**src/rtl/io_output_port_pkg.sv**
```systemverilog
// io_output_port_pkg
//   Shared definitions for the memory-mapped output port controller:
//   register offsets within the I/O window, converter FSM states and
//   the seven-segment constants used at reset and on overflow.
package io_output_port_pkg;

    // Register index taken from addr[4:2]
    localparam logic [2:0] PORT0 = 3'd0;
    localparam logic [2:0] PORT1 = 3'd1;
    localparam logic [2:0] PORT2 = 3'd2;
    localparam logic [2:0] LED   = 3'd3;

    // Largest value a port can show as two decimal digits
    localparam logic [31:0] PORT_MAX = 32'd99;

    typedef enum logic [1:0] {
        IDLE   = 2'd0,
        SHIFT  = 2'd1,
        UPDATE = 2'd2
    } conv_state_t;

    // Active-low segments, bit order gfedcba
    localparam logic [6:0] SEG_ZERO = 7'b1000000;
    localparam logic [6:0] SEG_DASH = 7'b0111111;

endpackage

```
**src/rtl/io_output_port_if.sv**
```systemverilog
// io_output_port_if
//   CPU data-bus view of the I/O region.
//   addr         : byte address (word aligned)
//   datain       : store data
//   wmem         : store strobe
//   io_read_data : combinational read-back of the selected register
//   master modport = CPU side, slave modport = port controller side.
interface io_output_port_if;
    logic [31:0] addr;
    logic [31:0] datain;
    logic        wmem;
    logic [31:0] io_read_data;

    modport master (output addr, output datain, output wmem, input io_read_data);
    modport slave  (input addr, input datain, input wmem, output io_read_data);
endinterface

```
**src/rtl/io_output_port_sevenseg_decoder.sv**
```systemverilog
// sevenseg_decoder
//   Combinational BCD digit to active-low seven-segment pattern (gfedcba).
//   bcd : 4-bit digit, 0..9
//   seg : segment pattern; non-decimal codes show a dash
module sevenseg_decoder
    import io_output_port_pkg::*;
(
    input  logic [3:0] bcd,
    output logic [6:0] seg
);
    always_comb begin
        seg = SEG_DASH;
        case (bcd)
            4'd0: seg = 7'b1000000;
            4'd1: seg = 7'b1111001;
            4'd2: seg = 7'b0100100;
            4'd3: seg = 7'b0110000;
            4'd4: seg = 7'b0011001;
            4'd5: seg = 7'b0010010;
            4'd6: seg = 7'b0000010;
            4'd7: seg = 7'b1111000;
            4'd8: seg = 7'b0000000;
            4'd9: seg = 7'b0010000;
            default: seg = SEG_DASH;
        endcase
    end
endmodule

```
**src/rtl/io_output_port.sv**
```systemverilog
// io_output_port
//   Memory-mapped output port controller. CPU stores into the I/O region
//   update three numeric ports and an LED register; one shared sequential
//   binary-to-BCD converter refreshes the seven-segment pair of each port.
//   clock, reset : rising-edge clock, synchronous active-high reset
//   bus          : CPU address/data/strobe and read-back (slave modport)
//   led          : LED register
//   hex0..hex5   : active-low segment outputs (hex1:hex0 = port0,
//                  hex3:hex2 = port1, hex5:hex4 = port2; tens on odd digit)
//   busy         : a conversion is pending or in progress
module io_output_port
    import io_output_port_pkg::*;
#(
    parameter int unsigned IO_SEL_BIT = 7,
    parameter int unsigned CONV_BITS  = 7
) (
    input  logic              clock,
    input  logic              reset,
    io_output_port_if.slave   bus,
    output logic [9:0]        led,
    output logic [6:0]        hex0,
    output logic [6:0]        hex1,
    output logic [6:0]        hex2,
    output logic [6:0]        hex3,
    output logic [6:0]        hex4,
    output logic [6:0]        hex5,
    output logic              busy
);
    localparam logic [2:0] CNT_LAST = 3'(CONV_BITS - 1);

    logic               io_sel;
    logic [2:0]         reg_sel;
    logic               wr_en;
    logic [31:0]        port_q [3];
    logic [2:0]         dirty;
    logic [2:0]         dirty_set;
    logic [2:0]         dirty_clr;

    conv_state_t        state, next_state;
    logic               load;
    logic [1:0]         pick;
    logic [1:0]         sel_q;
    logic [CONV_BITS-1:0] shreg;
    logic [7:0]         bcd;
    logic [7:0]         bcd_adj;
    logic [2:0]         cnt;
    logic               ovf;
    logic [6:0]         tens_dec, units_dec;
    logic [6:0]         tens_seg, units_seg;

    logic unused_bus_bits;
    assign unused_bus_bits = ^{bus.addr, bus.datain};

    assign io_sel  = bus.addr[IO_SEL_BIT];
    assign reg_sel = bus.addr[4:2];
    assign wr_en   = bus.wmem & io_sel;
    assign busy    = (state != IDLE) | (|dirty);

    always_comb begin
        bus.io_read_data = '0;
        if (io_sel) begin
            case (reg_sel)
                PORT0:   bus.io_read_data = port_q[0];
                PORT1:   bus.io_read_data = port_q[1];
                PORT2:   bus.io_read_data = port_q[2];
                LED:     bus.io_read_data = {22'd0, led};
                default: bus.io_read_data = '0;
            endcase
        end
    end

    always_comb begin
        dirty_set = '0;
        if (wr_en) begin
            case (reg_sel)
                PORT0:   dirty_set[0] = 1'b1;
                PORT1:   dirty_set[1] = 1'b1;
                PORT2:   dirty_set[2] = 1'b1;
                default: dirty_set = '0;
            endcase
        end
    end

    always_ff @(posedge clock) begin
        if (reset) state <= IDLE;
        else       state <= next_state;
    end

    always_comb begin
        next_state = state;
        load       = 1'b0;
        pick       = 2'd0;
        dirty_clr  = '0;
        case (state)
            IDLE: begin
                if (|dirty) begin
                    load       = 1'b1;
                    next_state = SHIFT;
                    if (dirty[0])      pick = 2'd0;
                    else if (dirty[1]) pick = 2'd1;
                    else               pick = 2'd2;
                    dirty_clr = 3'b001 << pick;
                end
            end
            SHIFT:   if (cnt == CNT_LAST) next_state = UPDATE;
            UPDATE:  next_state = IDLE;
            default: next_state = IDLE;
        endcase
    end

    // Double-dabble correction applied before each left shift
    always_comb begin
        bcd_adj = bcd;
        if (bcd[3:0] >= 4'd5) bcd_adj[3:0] = bcd[3:0] + 4'd3;
        if (bcd[7:4] >= 4'd5) bcd_adj[7:4] = bcd[7:4] + 4'd3;
    end

    sevenseg_decoder u_dec_tens  (.bcd(bcd[7:4]), .seg(tens_dec));
    sevenseg_decoder u_dec_units (.bcd(bcd[3:0]), .seg(units_dec));

    assign tens_seg  = ovf ? SEG_DASH : tens_dec;
    assign units_seg = ovf ? SEG_DASH : units_dec;

    always_ff @(posedge clock) begin
        if (reset) begin
            port_q[0] <= '0;
            port_q[1] <= '0;
            port_q[2] <= '0;
            led       <= '0;
            dirty     <= '0;
            sel_q     <= '0;
            shreg     <= '0;
            bcd       <= '0;
            cnt       <= '0;
            ovf       <= 1'b0;
            hex0      <= SEG_ZERO;
            hex1      <= SEG_ZERO;
            hex2      <= SEG_ZERO;
            hex3      <= SEG_ZERO;
            hex4      <= SEG_ZERO;
            hex5      <= SEG_ZERO;
        end else begin
            if (wr_en) begin
                case (reg_sel)
                    PORT0:   port_q[0] <= bus.datain;
                    PORT1:   port_q[1] <= bus.datain;
                    PORT2:   port_q[2] <= bus.datain;
                    LED:     led       <= bus.datain[9:0];
                    default: ;
                endcase
            end
            // Set is OR-ed in after the clear so a same-edge rewrite stays pending
            dirty <= (dirty & ~dirty_clr) | dirty_set;

            if (load) begin
                sel_q <= pick;
                shreg <= port_q[pick][CONV_BITS-1:0];
                bcd   <= '0;
                cnt   <= '0;
                ovf   <= port_q[pick] > PORT_MAX;
            end

            if (state == SHIFT) begin
                {bcd, shreg} <= {bcd_adj, shreg} << 1;
                cnt          <= cnt + 3'd1;
            end

            if (state == UPDATE) begin
                case (sel_q)
                    2'd0: begin hex1 <= tens_seg; hex0 <= units_seg; end
                    2'd1: begin hex3 <= tens_seg; hex2 <= units_seg; end
                    default: begin hex5 <= tens_seg; hex4 <= units_seg; end
                endcase
            end
        end
    end
endmodule

```
**src/flat_wrapper.sv**
```systemverilog
// flat-port wrapper written by rule: the top's interface ports become plain ports
module io_output_port_flat import io_output_port_pkg::*;
#(
    parameter int unsigned IO_SEL_BIT = 7,
    parameter int unsigned CONV_BITS  = 7
)
  (clock, reset, led, hex0, hex1, hex2, hex3, hex4, hex5, busy, bus_addr, bus_datain, bus_wmem, bus_io_read_data);
  io_output_port_if bus_i ();
  input  logic clock;
  input  logic reset;
  output logic [9:0] led;
  output logic [6:0] hex0;
  output logic [6:0] hex1;
  output logic [6:0] hex2;
  output logic [6:0] hex3;
  output logic [6:0] hex4;
  output logic [6:0] hex5;
  output logic busy;
  input wire logic [$bits(bus_i.addr)-1:0] bus_addr;
  input wire logic [$bits(bus_i.datain)-1:0] bus_datain;
  input wire logic [$bits(bus_i.wmem)-1:0] bus_wmem;
  output wire logic [$bits(bus_i.io_read_data)-1:0] bus_io_read_data;
  assign bus_i.addr = bus_addr;
  assign bus_i.datain = bus_datain;
  assign bus_i.wmem = bus_wmem;
  assign bus_io_read_data = bus_i.io_read_data;
  io_output_port #(.IO_SEL_BIT(IO_SEL_BIT), .CONV_BITS(CONV_BITS)) u_core (.clock(clock), .reset(reset), .bus(bus_i), .led(led), .hex0(hex0), .hex1(hex1), .hex2(hex2), .hex3(hex3), .hex4(hex4), .hex5(hex5), .busy(busy));
endmodule
```
**config.mk**
```make
export PLATFORM = sky130hd
export DESIGN_NAME = io_output_port_flat
export DESIGN_NICKNAME = d
export VERILOG_FILES = /design/src/rtl/io_output_port_pkg.sv /design/src/rtl/io_output_port_if.sv /design/src/rtl/io_output_port_sevenseg_decoder.sv /design/src/rtl/io_output_port.sv /design/src/flat_wrapper.sv
export SDC_FILE = /design/constraint.sdc
export NUM_CORES = 1
export LEC_CHECK = 0
export ABC_CLOCK_PERIOD_IN_PS = 2340
export CAP_MARGIN = 30
export CORE_UTILIZATION = 45
export DETAILED_ROUTE_END_ITERATION = 8
export PLACE_DENSITY = 0.74
export SYNTH_ARGS = -nofsm -noshare
export SYNTH_HDL_FRONTEND = slang
export SYNTH_HIERARCHICAL = 1
export SYNTH_SLANG_ARGS = --single-unit
```
**constraint.sdc**
```tcl
create_clock -name clock -period 2.34 [get_ports clock]
set_input_delay 0.468 -clock clock [delete_from_list [all_inputs] [get_ports clock]]
set_output_delay 0.468 -clock clock [all_outputs]
set_load 0.02 [all_outputs]
```
# == After elaboration in Yosys (flattened, before gate mapping) ==
# Memories as Yosys holds them, arrays and structs flattened. A register that Yosys moved wholly into a read port is not among the register bits.
# Cells that the tools add are included.
# op_classes
addsub,3
n_bitwise,9
n_lt_le_gt_ge,3
n_reduce_logical,13
eq_ne,9
shift,1
mux,47
# op_table
op,count
$mux W32,4
$pmux W32 S4,1
$gt A32 B7 Y1 const B,1
$mux W7,4
$mux W4,5
$mux W3,6
$mux W1,16
$mux W2,8
$mux W8,2
$reduce_and A2 Y1,5
$ge A4 B3 Y1 const B,2
$eq A3 B2 Y1 const B,2
$add A4 B2 Y4 const B,1
$eq A2 B1 Y1 const B,2
$logic_not A2 Y1,2
$ne A2 B1 Y1 const B,2
$or A1 B1 Y1,4
$pmux W2 S2,1
$reduce_bool A2 Y1,2
$reduce_or A2 Y1,2
$add A3 B1 Y3 const B,1
$add A3 B2 Y3 const B,1
$and A3 B3 Y3,1
$eq A3 B1 Y1 const B,1
9 further kinds,9
# word_totals
elab_cells,103
ff_bits,78
n_memories,3
ram_bits,96
rom_bits,224
# memory_table
memory,words,word_bits,rd,rd_ports_with_merged_regs,wr,line,source
(name not given),16,7,1,1,0,io_output_port_sevenseg_decoder.sv:13,case (bcd)
(name not given),16,7,1,1,0,io_output_port_sevenseg_decoder.sv:13,
u_core.port_q,3,32,4,0,3,io_output_port.sv:34,logic [31:0] port_q [3];

# == Longest topological paths before layout ==
# Gate-level depths: netlist of run 1.
# depth
ltp_word,10
mapped_depth,8

# == By module ==
# The synthesis of run 1 kept the hierarchy.
# modules_own_cells
mod,seq_area_each_um2,cells_each,instances,area_per_inst_um2
io_output_port,4444.3,687,1,7360.8
sevenseg_decoder at u_core.u_dec_tens,0.0,31,1,230.2
sevenseg_decoder at u_core.u_dec_units,0.0,31,1,224.0

# == Least setup slack after synthesis of run 1 ==
# No wires, ideal clock.
# synth_path
path_type,input to register
from,in bus_addr[4]
to,mem u_core.port_q[0][0] (enable)
cell_stages,5
path_slack_ns,-0.096
t_required_ns,1.946
setup_ns,0.394
arrival_ns,2.042
path_cell_list,clkbuf_1 > nor2b_1 > nand2_1 > or3_1 > nand2b_1
# synth_rtl
item,line,source
start: declaration,flat_wrapper.sv:19,input wire logic [$bits(bus_i.addr)-1:0] bus_addr;
end: declaration,io_output_port.sv:34,

# == Worst setup path in the final report of run 1 ==
# layout_path
from,in bus_addr[7]
to,out bus_io_read_data[27]
# layout_via
elab_chain_len,1
# layout_lines
item,line,source
$mux W32,io_output_port.sv:61,if (io_sel) begin
end: declaration,flat_wrapper.sv:22,output wire logic [$bits(bus_i.io_read_data)-1:0] bus_io_read_data;
# No other way between the ends.

==> results of run 1 <==
[cell families (layout without fill, tap and decap cells)]
group	after synthesis	count (layout)
and+or+nand+nor	293	293
buffers and inverters	62	215
DFF	174	174
muxes	34	34
xor gates and xnor gates	3	3
AOI/OAI and AO/OA	167	167
adders and majority gates	16	16
other	0	1
[final cells by class]
| type | instances | area [um^2] | share of cell area, % |
|---|---|---|---|
| Sequential cell | 174 | 4440 | 44.2 |
| Multi-Input combinational cell | 513 | 3120 | 31.0 |
| Timing Repair Buffer | 169 | 1600 | 15.9 |
| Clock buffer | 17 | 425 | 4.23 |
| Tap cell | 220 | 275 | 2.74 |
| Clock inverter | 15 | 138 | 1.37 |
| Inverter | 14 | 52.6 | 0.522 |
| Antenna cell | 1 | 2.50 | 0.0249 |
[state kept, by name, summed over array words and instances, names as in the netlist]
register / cells
u_core/hex1: 7
u_core/sel_q: 2
u_core/hex0: 7
u_core/hex3: 7
u_core/cnt: 3
u_core/hex5: 7
u_core/shreg: 7
u_core/state: 2
u_core/ovf: 1
u_core/hex4: 7
u_core/bcd: 8
u_core/hex2: 7
u_core/led: 10
u_core/port_q: 96
u_core/dirty: 3
[power by group through the flow]
stage | registers [mW] | logic (mW) | clock network, mW
floorplan | 3.46 | 0.289 | 0
global placement | 3.48 | 0.537 | 0
detailed placement | 3.49 | 0.540 | 0
CTS | 3.42 | 0.533 | 2.72
global route | 3.44 | 0.573 | 2.85
finish | 3.43 | 0.533 | 2.70
[metrics by stage]
step	setup slack, ns	cell area, um^2	hold WS [ns]	power, mW	utilization [%]
after CTS	0.0153	10100	0.407	6.67	60.2
after floorplan	0.00176	7820	0.432	3.75	-
after detailed placement	-0.465	9540	0.450	4.03	56.9
after global placement	-0.462	9540	0.445	4.02	56.9
final	0.0527	10100	0.420	6.66	60.0
after global routing	-0.0115	10100	0.441	6.86	60.0
[how the worst min path moves through the flow]
stage / endpoint / from / depth (start not counted)
2_1_floorplan: u_core/bcd[0]$_SDFFE_PP0P_ / u_core/shreg[6]$_SDFFE_PP0P_ / 2
3_3_place_gp: u_core/bcd[0]$_SDFFE_PP0P_ / u_core/shreg[6]$_SDFFE_PP0P_ / 2
3_5_place_dp: u_core/bcd[0]$_SDFFE_PP0P_ / u_core/shreg[6]$_SDFFE_PP0P_ / 2
4_1_cts: u_core/dirty[1]$_SDFF_PP0_ / reset / 2
5_1_grt: u_core/dirty[1]$_SDFF_PP0_ / reset / 2
6_report: u_core/dirty[1]$_SDFF_PP0_ / reset / 2
[cell usage after synthesis (all sizes together) (2+ instances only)]
cell type / number
nor2: 120
edfxtp: 96
dfxtp: 78
a21oi: 58
a211oi: 52
nand2: 48
clkbuf: 36
mux2i: 34
and2: 32
nand2b: 18
nor4: 17
ha: 16
o21ai: 16
inv: 14
buf: 12
nor3b: 11
nor3: 10
a22oi: 9
nand3: 9
a221oi: 6
nand4: 6
nor2b: 6
o22ai: 6
a31oi: 5
a2bb2oi: 4
or3: 4
and2b: 3
and3b: 3
o31ai: 3
or2: 3
a21o: 2
or2b: 2
xnor2: 2
[placed cells by master (no fill, tap or decap), types with 3 or more instances in the layout]
cell type        Yosys  routed
a211oi_1            52      52
a21oi_1             58      58
a221oi_1             6       6
a22oi_1              9       9
a2bb2oi_2            3       3
a31oi_1              5       5
and2_1              32      32
and3b_1              3       3
buf_12               0       7
buf_4                0      38
clkbuf_16            0      17
clkbuf_2             1      13
clkdlybuf4s15_1      0      10
clkdlybuf4s50_1      0      87
clkinvlp_4           0       4
dfxtp_1             78      78
dlygate4sd2_1        0      11
edfxtp_1            96      96
ha_1                16      16
inv_1               14      14
inv_6                0       4
mux2i_1             34      34
nand2_1             48      48
nand2b_1            18      17
nand3_1              9       9
nand4_1              6       6
nor2_1             119     119
nor2b_1              5       4
nor3_1               9       9
nor3b_1             10       9
nor4_1              17      17
o21ai_0             13      13
o21ai_1              3       3
o22ai_1              6       6
or3_1                3       3
[layer usage]
metal,part of all wire [%],track usage (%)
met5,0,0
met4,2.2,9.28
met3,5.4,3.63
met2,47,34.3
met1,46,28.8
[timing repair]
item / 4_1_cts / 5_1_grt
resized for setup: 35 / 42
cloned: 1 / 0
endpoints found under the setup margin: 32 / 29
==> impl_metrics.toml, run 1 <==
[outcome]
status = "complete, no violations"

[sta]
fmax_mhz = 437
skew_ns = 0.00915
finalHoldViolations = 0
timing.final.crit_share_pct = 97.7
relSlewSlack_pct = 56.6
rsz0062_at_grt = "yes"
setup-tns-final_ns = 0
layout_min_cycle_time_ns = 2.29
drv_slew = 0
tightest_slew_ns = 0.649
setup_viol = 0

[power]
p_int_mw = 5.06
total_leakage_power_nw = 3.56
p_comb_share_pct = 8.0
power_frac_clock_pct = 40.6
power_density_nw_per_um2 = 662
pwr-share-seq_pct = 51.4
peakVddDrop_uv = 537
power_switching_share_pct = 24.0
p_sw_mw = 1.60

[placement]
placed_cells = 1089
hpwlAfterDp_mm = 13.0
place_congestion = 0.773
io_buffers = 123

[finish]
fill_cells = 1422
nets = 972
fin_cells = 1123
drive_above_1_share_pct = 12.0
syn2layout_area_growth_pct = 28.8

[cts]
ctsHoldBuffers = 0
clock_path_buffers = 2
cts_buffers = 17
clk_pin_slew_ns = 0.07
cts_tree = "yes"
numClockSinks = 174
clock_latency_ns = 0.42
post_cts_buffers = 0
cts_root_buf = "clkbuf_16"
htreeDepth = 4

[critical_path]
rr_endpoint = "u_core/ovf$_SDFFE_PP0P_"
critical_path_class = "in -> out"
r2r_start = "u_core/state[0]$_SDFFE_PP0P_"
setup.worst_path.start = "bus_addr[7]"
crit_chain = "clkdlybuf4s50_1 > nand2b_1 > buf_12 > buf_12 > nor2_1 > dlygate4sd2_1"
crit_path_end = "bus_io_read_data[27]"
crit_top_cell = "buf_12"
cp_max_fo = 19
path_delay_family = "buffers and inverters"
crit_slowest_cell = "clkdlybuf4s50_1"
crit_path_end_kind = "primary output"
cp.arrival_ns = 1.82
cp_num_buf_inv = 4
reg2regPathDepth = 6
slowest_delay_ns = 0.49
cp.required_ns = 1.87
crit_cells = 6
r2r_slack_ns = 0.46
cp-start-kind = "primary input"

[logic_synthesis]
synthXorXnorAreaFrac_pct = 0.336
syn_avg_cell_area_um2 = 10.4
postSynthCellCount = 749
synth_edf_count = 96
yosys_most_used_dff = "edfxtp_1"
synth-simple-area-share_pct = 18.5
yosys-top-cells-area = "edfxtp_1, dfxtp_1, nor2_1"
yosysUniqueCellTypes = 55
async_flop_share_pct = 0
ys_seq_area_share_pct = 56.9
ys_warn_count = 6
synth_compound_area_share_pct = 14.0
syn_area_um2 = 7810
synth_fp_nets = 832
synth_top_family_by_area = "simple AND/OR/NAND/NOR gates"
synth-seq-cells = 174
synthAdderAreaFrac_pct = 2.56
yosys.area.top_type_share_pct = 36.9
synthMuxAreaShare_pct = 4.35
synth_area_leader_cell = "edfxtp_1"

[grt]
grt_max_degree = 59
antenna_found_initial = 1
grt_pass1_vias = 5833
grt_overflow_total = 0
grt_pass1_wl_mm = 30.0
grtUsageTotal_pct = 21.5

[drt]
drtIter0Drc = 386
dr.pass1.iters = 4
vias_per_cell = 5.50
wire_per_inst_um = 16.9
ant_nets = 0
routed_wl_mm = 19.0
vias = 6182
drc = 0

[floorplanning]
num_rows = 47
start_util_pct = 46.6
core_area_um2 = 16800
die_h_um = 134
io-pin-count = 152
die_w_um = 134
die_area_um2 = 17900

[worst_hold_path]
hold_class = "in -> reg"

[run]
cap_violations = 0
Note: power is estimated with default switching activity, not from simulation.
==> run 2, diff against run 1 <==
--- a/config.mk
+++ b/config.mk
@@ -7,9 +7,9 @@
 export LEC_CHECK = 0
 export ABC_CLOCK_PERIOD_IN_PS = 2340
 export CAP_MARGIN = 30
-export CORE_UTILIZATION = 45
+export CORE_UTILIZATION = 47
 export DETAILED_ROUTE_END_ITERATION = 8
-export PLACE_DENSITY = 0.74
+export PLACE_DENSITY = 0.76
 export SYNTH_ARGS = -nofsm -noshare
 export SYNTH_HDL_FRONTEND = slang
 export SYNTH_HIERARCHICAL = 1
==> run 2 against run 1 <==
Effect of this change: power grew 1.3%; register-to-register slack is essentially flat; clock skew shrank 0.0051 ns; sequential power is essentially flat; sequential share of layout area shrank 0.40 points; critical path type unchanged; largest cell class unchanged.
==> impl_metrics.toml, run 2 (synthesized netlist as in run 1, its figures left out) <==
[worst_hold_path]
hold_class = "in -> reg"
worstHoldPathCells = 2

[drt]
drc = 0
drtIter0Drc = 370
vias = 6129
ant_nets = 0
vias_per_cell = 5.51
wire_per_inst_um = 16.9
routed_wl_mm = 18.8
dr.pass1.iters = 5

[sta]
whs_ns = 0.441
finalHoldViolations = 0
layout_min_cycle_time_ns = 2.28
layout_setup_ws_ns = 0.0587
drv_slew = 0
fmax_mhz = 438
timing.final.crit_share_pct = 97.5
setup_viol = 0
setup-tns-final_ns = 0
relSlewSlack_pct = 56.6
tightest_slew_ns = 0.647
skew_ns = 0.00405

[grt]
grt_max_degree = 58
grt_pass1_wl_mm = 29.4
grt.busiest_layer = "met2"
grt.met3_usage_pct = 4.60
use_met2_pct = 38.3
grt_overflow_total = 0
grt_pass1_vias = 5802
grtUsageTotal_pct = 22.7
grt_use_met1_pct = 29.3
antenna_found_initial = 0

[critical_path]
crit_chain = "clkdlybuf4s50_1 > nand2b_1 > buf_6 > buf_12 > nor2_1 > clkdlybuf4s15_1"
cp_max_fo = 22
crit_slowest_cell = "clkdlybuf4s50_1"
cp.required_ns = 1.87
crit_path_end_kind = "primary output"
reg2regPathDepth = 6
slowest_delay_ns = 0.51
crit_cells = 6
cp-start-kind = "primary input"
critical_path_class = "in -> out"
cp_num_buf_inv = 4
cp.arrival_ns = 1.81
path_delay_family = "buffers and inverters"

[floorplanning]
num_rows = 46
core_area_um2 = 16100
start_util_pct = 48.7
io-pin-count = 152
die_h_um = 131
die_w_um = 131
die_area_um2 = 17100

[placement]
dp_slack_ns = -0.414
place_area_um2 = 9510
hpwlAfterDp_mm = 13.1
place_congestion = 0.833
io_buffers = 123

[power]
total_leakage_power_nw = 3.58
p_sw_mw = 1.56
peakVddDrop_uv = 523
p_int_mw = 5.19
pwr-share-seq_pct = 50.8
power_switching_share_pct = 23.2
power_frac_clock_pct = 41.1
power_density_nw_per_um2 = 665
p_comb_share_pct = 8.1
p_total_mw = 6.75

[finish]
final_cell_mix = "nor2_1, edfxtp_1, clkdlybuf4s50_1"
largest_reg_flops = 96
largest_register = "u_core/port_q"
syn2layout_area_growth_pct = 29.9
nets = 967
layout_commonest_cell = "nor2_1"
drive_above_1_share_pct = 14.3
final_area_um2 = 10200
diodes = 0
reg_top3 = "u_core/port_q: 96 flops, u_core/led: 10 flops, u_core/bcd: 8 flops"

[cts]
cts_root_buf = "clkbuf_16"
clock_path_buffers = 2
numClockSinks = 174
cts_buffers = 17
clk_pin_slew_ns = 0.06
clock_latency_ns = 0.43
post_cts_buffers = 0
cts_tree = "yes"
ctsHoldBuffers = 0
htreeDepth = 4

[run]
cap_violations = 0

[outcome]
status = "complete, no violations"
run 2: power by group through the flow:
stage / clock [mW] / combinational (mW) / sequential (mW)
global placement: 0 / 0.536 / 3.48
finish: 2.78 / 0.550 / 3.43
floorplan: 0 / 0.289 / 3.46
global route: 2.95 / 0.590 / 3.44
detailed placement: 0 / 0.541 / 3.49
CTS: 2.82 / 0.543 / 3.42
run 2: what timing repair did:
item / in CTS / in global routing
gates resized for setup: 114 / 18
gates cloned: 0 / 1
pin swaps: 2 / 0
hold endpoints to repair: 0 / 0
endpoints found under the setup margin: 32 / 27
run 2: area by class of cell:
cell class	count	area [um^2]
tap	216	270
timing repair buffer	164	1630
clock inverter	11	103
fill	1268	5900
clock buffer	21	482
sequential	174	4440
multi-input combinational	513	3180
inverter	14	52.6
run 2: worst paths after layout:
check,startpoint,to,slack [ns]
worst min register to register,u_core/shreg[6]$_SDFFE_PP0P_,u_core/bcd[0]$_SDFFE_PP0P_,0.46
worst max register to register,u_core/state[0]$_SDFFE_PP0P_,u_core/ovf$_SDFFE_PP0P_,0.46
worst max-delay path,bus_addr[7],bus_io_read_data[29],0.06
worst min-delay path,reset,u_core/led[3]$_SDFFE_PP0P_,0.44
run 2: through the flow:
step,utilization [%],cells
finish,63.2,1113
global route,63.2,1113
CTS,63.0,1112
detailed placement,59.2,1080
global placement,59.2,1080
floorplan,-,749
run 2: per-layer routing:
| layer | wire, um | vias to the layer above |
|---|---|---|
| met5 | 0 | - |
| met3 | 1270 | 20 |
| li1 | - | 2991 |
| met4 | 235 | 0 |
| met1 | 8270 | 2890 |
| met2 | 9040 | 228 |
==> run 3, diff against run 2 <==
--- a/config.mk
+++ b/config.mk
@@ -8,6 +8,7 @@
 export ABC_CLOCK_PERIOD_IN_PS = 2340
 export CAP_MARGIN = 30
 export CORE_UTILIZATION = 47
+export CTS_CLUSTER_SIZE = 28
 export DETAILED_ROUTE_END_ITERATION = 8
 export PLACE_DENSITY = 0.76
 export SYNTH_ARGS = -nofsm -noshare
==> results of run 3 <==
Same layout as run 2: the final DEF is identical, and so are final timing and power.
==> RTL edit 1 (settings of run 3) <==
`CONV_BITS` is set to 7 in 2 places; all go to 5.
--- a/src/rtl/io_output_port.sv
+++ b/src/rtl/io_output_port.sv
@@ -13,5 +13,5 @@
 #(
     parameter int unsigned IO_SEL_BIT = 7,
-    parameter int unsigned CONV_BITS  = 7
+    parameter int unsigned CONV_BITS  = 5
 ) (
     input  logic              clock,
--- a/src/flat_wrapper.sv
+++ b/src/flat_wrapper.sv
@@ -3,5 +3,5 @@
 #(
     parameter int unsigned IO_SEL_BIT = 7,
-    parameter int unsigned CONV_BITS  = 7
+    parameter int unsigned CONV_BITS  = 5
 )
   (clock, reset, led, hex0, hex1, hex2, hex3, hex4, hex5, busy, bus_addr, bus_datain, bus_wmem, bus_io_read_data);
Function: same outputs for any inputs over 4 cycles, from zero or initial values and one cycle with reset high; that may be too few to reach the edited logic, so the function may still have changed.
==> RTL edit 1 against run 3 <==
- worst setup slack worse by 0.0083 ns
- cell area is 1.7% lower
- utilization fell by 0.84 points
- area after synthesis decreased by 0.53%
- power fell by 1.2%
- routed wire length is 3.1% lower
- sequential cell count decreased by 2
- sequential share of layout area is 0.35 points higher
==> RTL edit 1: results (changes against run 3) <==
stage	metric	value	unit	change
status	status	finished clean		
placement	Setup WS pre-CTS	-0.700	ns	-0.286 ns
global_routing	global-route wire length before repair	28.6	mm	-2.7%
worst_setup_path	delay of the slowest critical-path stage	0.47	ns	-0.04 ns
power	sequential share of power	50.9	%	about the same
hold_path	Hold Crit Class	reg2reg		
logic_synthesis	Synth area leaders	edfxtp_1 (37%), dfxtp_1 (20%), nor2_1 (5.6%), a211oi_1 (3.9%), a21oi_1 (3.7%)		
logic_synthesis	asr flop ratio synth	0	%	unchanged
route	drt first-iter violations	395		+6.8%
route	WL met3	1.10	mm	-13%
worst_setup_path	Reg2Reg Setup Slack	0.37	ns	-0.09 ns
finish	share of cells above drive strength 1	11.1	%	-3.1 points
logic_synthesis	post-synth cell types	55		unchanged
route	Vias/cell	5.44		-1.2%
worst_setup_path	critical path capture point	bus_io_read_data[9]		
worst_setup_path	Max Fanout on Critical Path	13		-41%
route	Avg WL per Cell	16.8	um	-0.65%
clock_network	post-CTS sizing	39		-66%
power	Switch Pwr	1.57	mW	+0.16%
route	Metal-1 WL	7.67	mm	-7.3%
timing	Clock Skew	0.00867	ns	+0.00463 ns
power	LEAKAGE	3.61	nW	+0.85%
placement	GP Congestion	0.885		+6.3%
timing	Fin Hold WS	0.473	ns	+0.0318 ns
placement	Final HPWL DP	12.7	mm	-2.5%
logic_synthesis	Syn Area/Cell	10.8	um^2	+3.0%
route	final WL	18.2	mm	-3.1%
worst_setup_path	worst reg2reg startpoint	u_core/state[1]		
timing	fin crit share	97.8	%	+0.36 points
route	met2 WL	9.18	mm	+1.5%
power	Power Combinational	0.522	mW	-5.1%
finish	nets@finish	940		-2.8%
logic_synthesis	register area share after synthesis	56.7	%	-0.21 points
global_routing	grt met1 use	27.9	%	-1.4 points
power	Worst VDD drop	0.558	mV	+6.8%
hold_path	worst hold start	u_core/led[3]		
global_routing	largest net degree at the start of global routing	77		+33%
global_routing	met3 usage	4.52	%	-0.081 points
logic_synthesis	top cells by count, synth	nor2_1 (115), edfxtp_1 (96), dfxtp_1 (76)		
global_routing	initial antenna violation count	0		unchanged
placement	Cells after DPL	1053		-2.5%
logic_synthesis	syn nets	806		-3.1%
power	Clk pwr share	41.2	%	about the same
worst_setup_path	RR Endpoint	u_core/shreg[4]		
global_routing	Global Route Usage Sum	22.3	%	-0.41 points
timing	Worst-Margin Slew	0.790	ns	+0.142 ns
global_routing	vias in the first global route	5582		-3.8%
==> RTL edit 1: cell count changes in the layout (fill, tap and decap cells not counted), sizes merged, moves of 10 or more <==
cell | run 3 | this run
mux4 | 0 | 10
clkdlybuf4s15 | 17 | 4
a211oi | 52 | 40
and2 | 32 | 43
dlygate4sd2 | 0 | 28
buf | 51 | 39
==> RTL edit 1: layout make-up <==
cell class | instances | area [um^2]
Clock buffer | 19 | 454
Clock inverter | 13 | 130
Fill cell | 1337 | 6020
Inverter | 14 | 52.6
Multi-Input combinational cell | 493 | 3120
Sequential cell | 172 | 4400
Tap cell | 216 | 270
Timing Repair Buffer | 159 | 1550
==> RTL edit 1: kinds of logic after synthesis <==
kind of cell	Yosys count	synth area share [%]
and+or+nand+nor	298	19.5
DFF	172	56.7
xor gates and xnor gates	3	0.338
adders and majority gates	16	2.58
AOI/OAI and AO/OA	137	11.0
muxes	39	6.63
buffers and inverters	58	3.28
==> RTL edit 2 (settings of run 3) <==
Made on the original files. The 3 states of `conv_state_t` get a one-hot encoding in 3 bits.
--- a/src/rtl/io_output_port_pkg.sv
+++ b/src/rtl/io_output_port_pkg.sv
@@ -14,8 +14,8 @@
     localparam logic [31:0] PORT_MAX = 32'd99;
 
-    typedef enum logic [1:0] {
-        IDLE   = 2'd0,
-        SHIFT  = 2'd1,
-        UPDATE = 2'd2
+    typedef enum logic [2:0] {
+        IDLE   = 3'b001,
+        SHIFT  = 3'b010,
+        UPDATE = 3'b100
     } conv_state_t;
 
Check against the original RTL: same outputs for any inputs over 4 cycles, from zero or initial values and one cycle with reset high; so few cycles prove little.
==> RTL edit 2 against run 3 <==
- critical path depth up 1
- power increased by 2.4%
- routed wire length is 1.6% lower
- sequential cell count up 1
- clock skew up 0.0043 ns
- area after synthesis grew 0.77%
- non-clock buffer count decreased by 7
- synthesized cell count decreased by 1.1%
- cell area is 0.20% lower
- worst setup slack improved by 0.019 ns
==> RTL edit 2: results (changes against run 3) <==
stage	metric	value	unit	change
status	status	finished clean		
worst_setup_path	delay of the slowest critical-path stage	0.32	ns	-0.19 ns
placement	Cells after DPL	1066		-1.3%
placement	area post-placement	0.00954	mm^2	+0.33%
power	LEAKAGE	3.68	nW	+2.8%
clock_network	clock tree buffer depth	2		unchanged
clock_network	post-CTS sizing	69		-39%
finish	share of cells above drive strength 1	12.6	%	-1.7 points
global_routing	largest net degree at the start of global routing	52		-10%
worst_setup_path	worst reg2reg startpoint	u_core/state[0]		
logic_synthesis	Synth Warn #	6		unchanged
placement	port bufs	123		unchanged
finish	nets@finish	952		-1.6%
route	drt first-iter violations	364		-1.6%
route	Avg WL per Cell	16.9	um	-0.31%
clock_network	total CTS buffers	17		unchanged
logic_synthesis	top cells by count, synth	nor2_1 (113), edfxtp_1 (96), dfxtp_1 (79)		
logic_synthesis	Gate Count Post-Synth	741		-1.1%
power	Worst VDD drop	0.549	mV	+5.0%
placement	GP Congestion	0.819		-1.7%
global_routing	Global Route Usage Sum	22.3	%	-0.38 points
worst_setup_path	critical path arrival	1.79	ns	-0.02 ns
route	final WL	18.5	mm	-1.6%
logic_synthesis	syn nets	824		-0.96%
global_routing	total grt overflow	0		unchanged
worst_setup_path	CP delay by family, top	buffers and inverters		
worst_setup_path	crit path from	bus_addr[2]		
route	DRT Pass-1 Iters	5		unchanged
worst_setup_path	Critical Path Slowest Stage Cell	dlygate4sd2_1		
logic_synthesis	number of synthesized flops with an enable pin	96		unchanged
logic_synthesis	register area share after synthesis	56.7	%	-0.18 points
clock_network	CTS Hold Bufs	0		unchanged
finish	filler cell count	1317		+3.9%
clock_network	Reg clk slew, reported paths	0.06	ns	about the same
hold_path	Hold Crit Class	in2reg		
logic_synthesis	Synth area leaders	edfxtp_1 (37%), dfxtp_1 (20%), nor2_1 (5.4%), a21oi_1 (4.1%), a211oi_1 (3.4%)		
clock_network	clk_lat worst skew	0.43	ns	about the same
finish	biggest regs	u_core/port_q: 96 flops, u_core/led: 10 flops, u_core/bcd: 8 flops		
clock_network	clk root buf	clkbuf_16		
clock_network	postcts setup bufs	0		unchanged
timing	Worst slew margin	47.3	%	-9.3 points
worst_setup_path	Max Fanout on Critical Path	22		unchanged
global_routing	initial antenna violation count	0		unchanged
global_routing	global-route wire length before repair	30.3	mm	+3.0%
timing	Clock Skew	0.00834	ns	+0.00429 ns
hold_path	worst hold start	reset		
placement	Final HPWL DP	12.8	mm	-2.0%
logic_synthesis	top_reg_cell synth	edfxtp_1		
placement	Setup WS pre-CTS	-0.578	ns	-0.164 ns
route	via count	6051		-1.3%
global_routing	vias in the first global route	6046		+4.2%
logic_synthesis	asr flop ratio synth	0	%	unchanged
logic_synthesis	post-synth cell types	57		+3.6%
clock_network	H-tree depth	4		unchanged
-- RTL edit 2: cell count changes after synthesis, sizes merged, moves of 6 or more --
cell	run 3	this run
mux2i	34	26
and2	32	43
o22ai	6	0
a221oi	6	0
nand2b	18	10
nand3	9	19
mux4	0	10
nor2	120	114
a21oi	58	65
a211oi	52	37
-- RTL edit 2: kinds of logic after synthesis --
group / Yosys count / synth area share [%]
AND/OR/NAND/NOR: 304 / 19.2
multiplexers: 36 / 6.16
flip-flops: 175 / 56.7
XOR/XNOR: 3 / 0.334
buffers and inverters: 61 / 3.38
AO/OA/AOI/OAI: 146 / 11.6
adder cells (fa/ha/maj): 16 / 2.54
-- RTL edit 2: layout make-up --
class	instances	area, um^2	area share, %
clock buffers	21	503	4.96
clock inverters	11	128	1.26
repair buffers	157	1560	15.4
flip-flops and latches	175	4460	44.0
multi-input cells	505	3160	31.2
well taps	216	270	2.67
inverters	13	48.8	0.481
diodes	1	2.50	0.0247
-- RTL edit 2: routing by layer --
layer	track usage [%]	up-vias	share of wire, %
li1	-	2923	-
met1	27.4	2919	41
met2	38.1	182	52
met3	4.09	27	4.7
met4	9.95	0	2.0
met5	0	-	0
-- RTL edit 2: worst paths after layout --
kind	endpoint	slack [ns]	cells past startpoint
max	bus_io_read_data[11]	0.08	7
max reg2reg	u_core/ovf	0.27	5
min	u_core/dirty[2]	0.45	2
min reg2reg	u_core/sel_q[1]	0.47	2
-- RTL edit 2: report_power, final --
group          total, mW  switching [mW]  internal, mW  leakage, nW
combinational      0.555           0.305         0.250         1.81
sequential          3.45          0.0824          3.37         1.56
clock               2.91            1.15          1.76        0.315
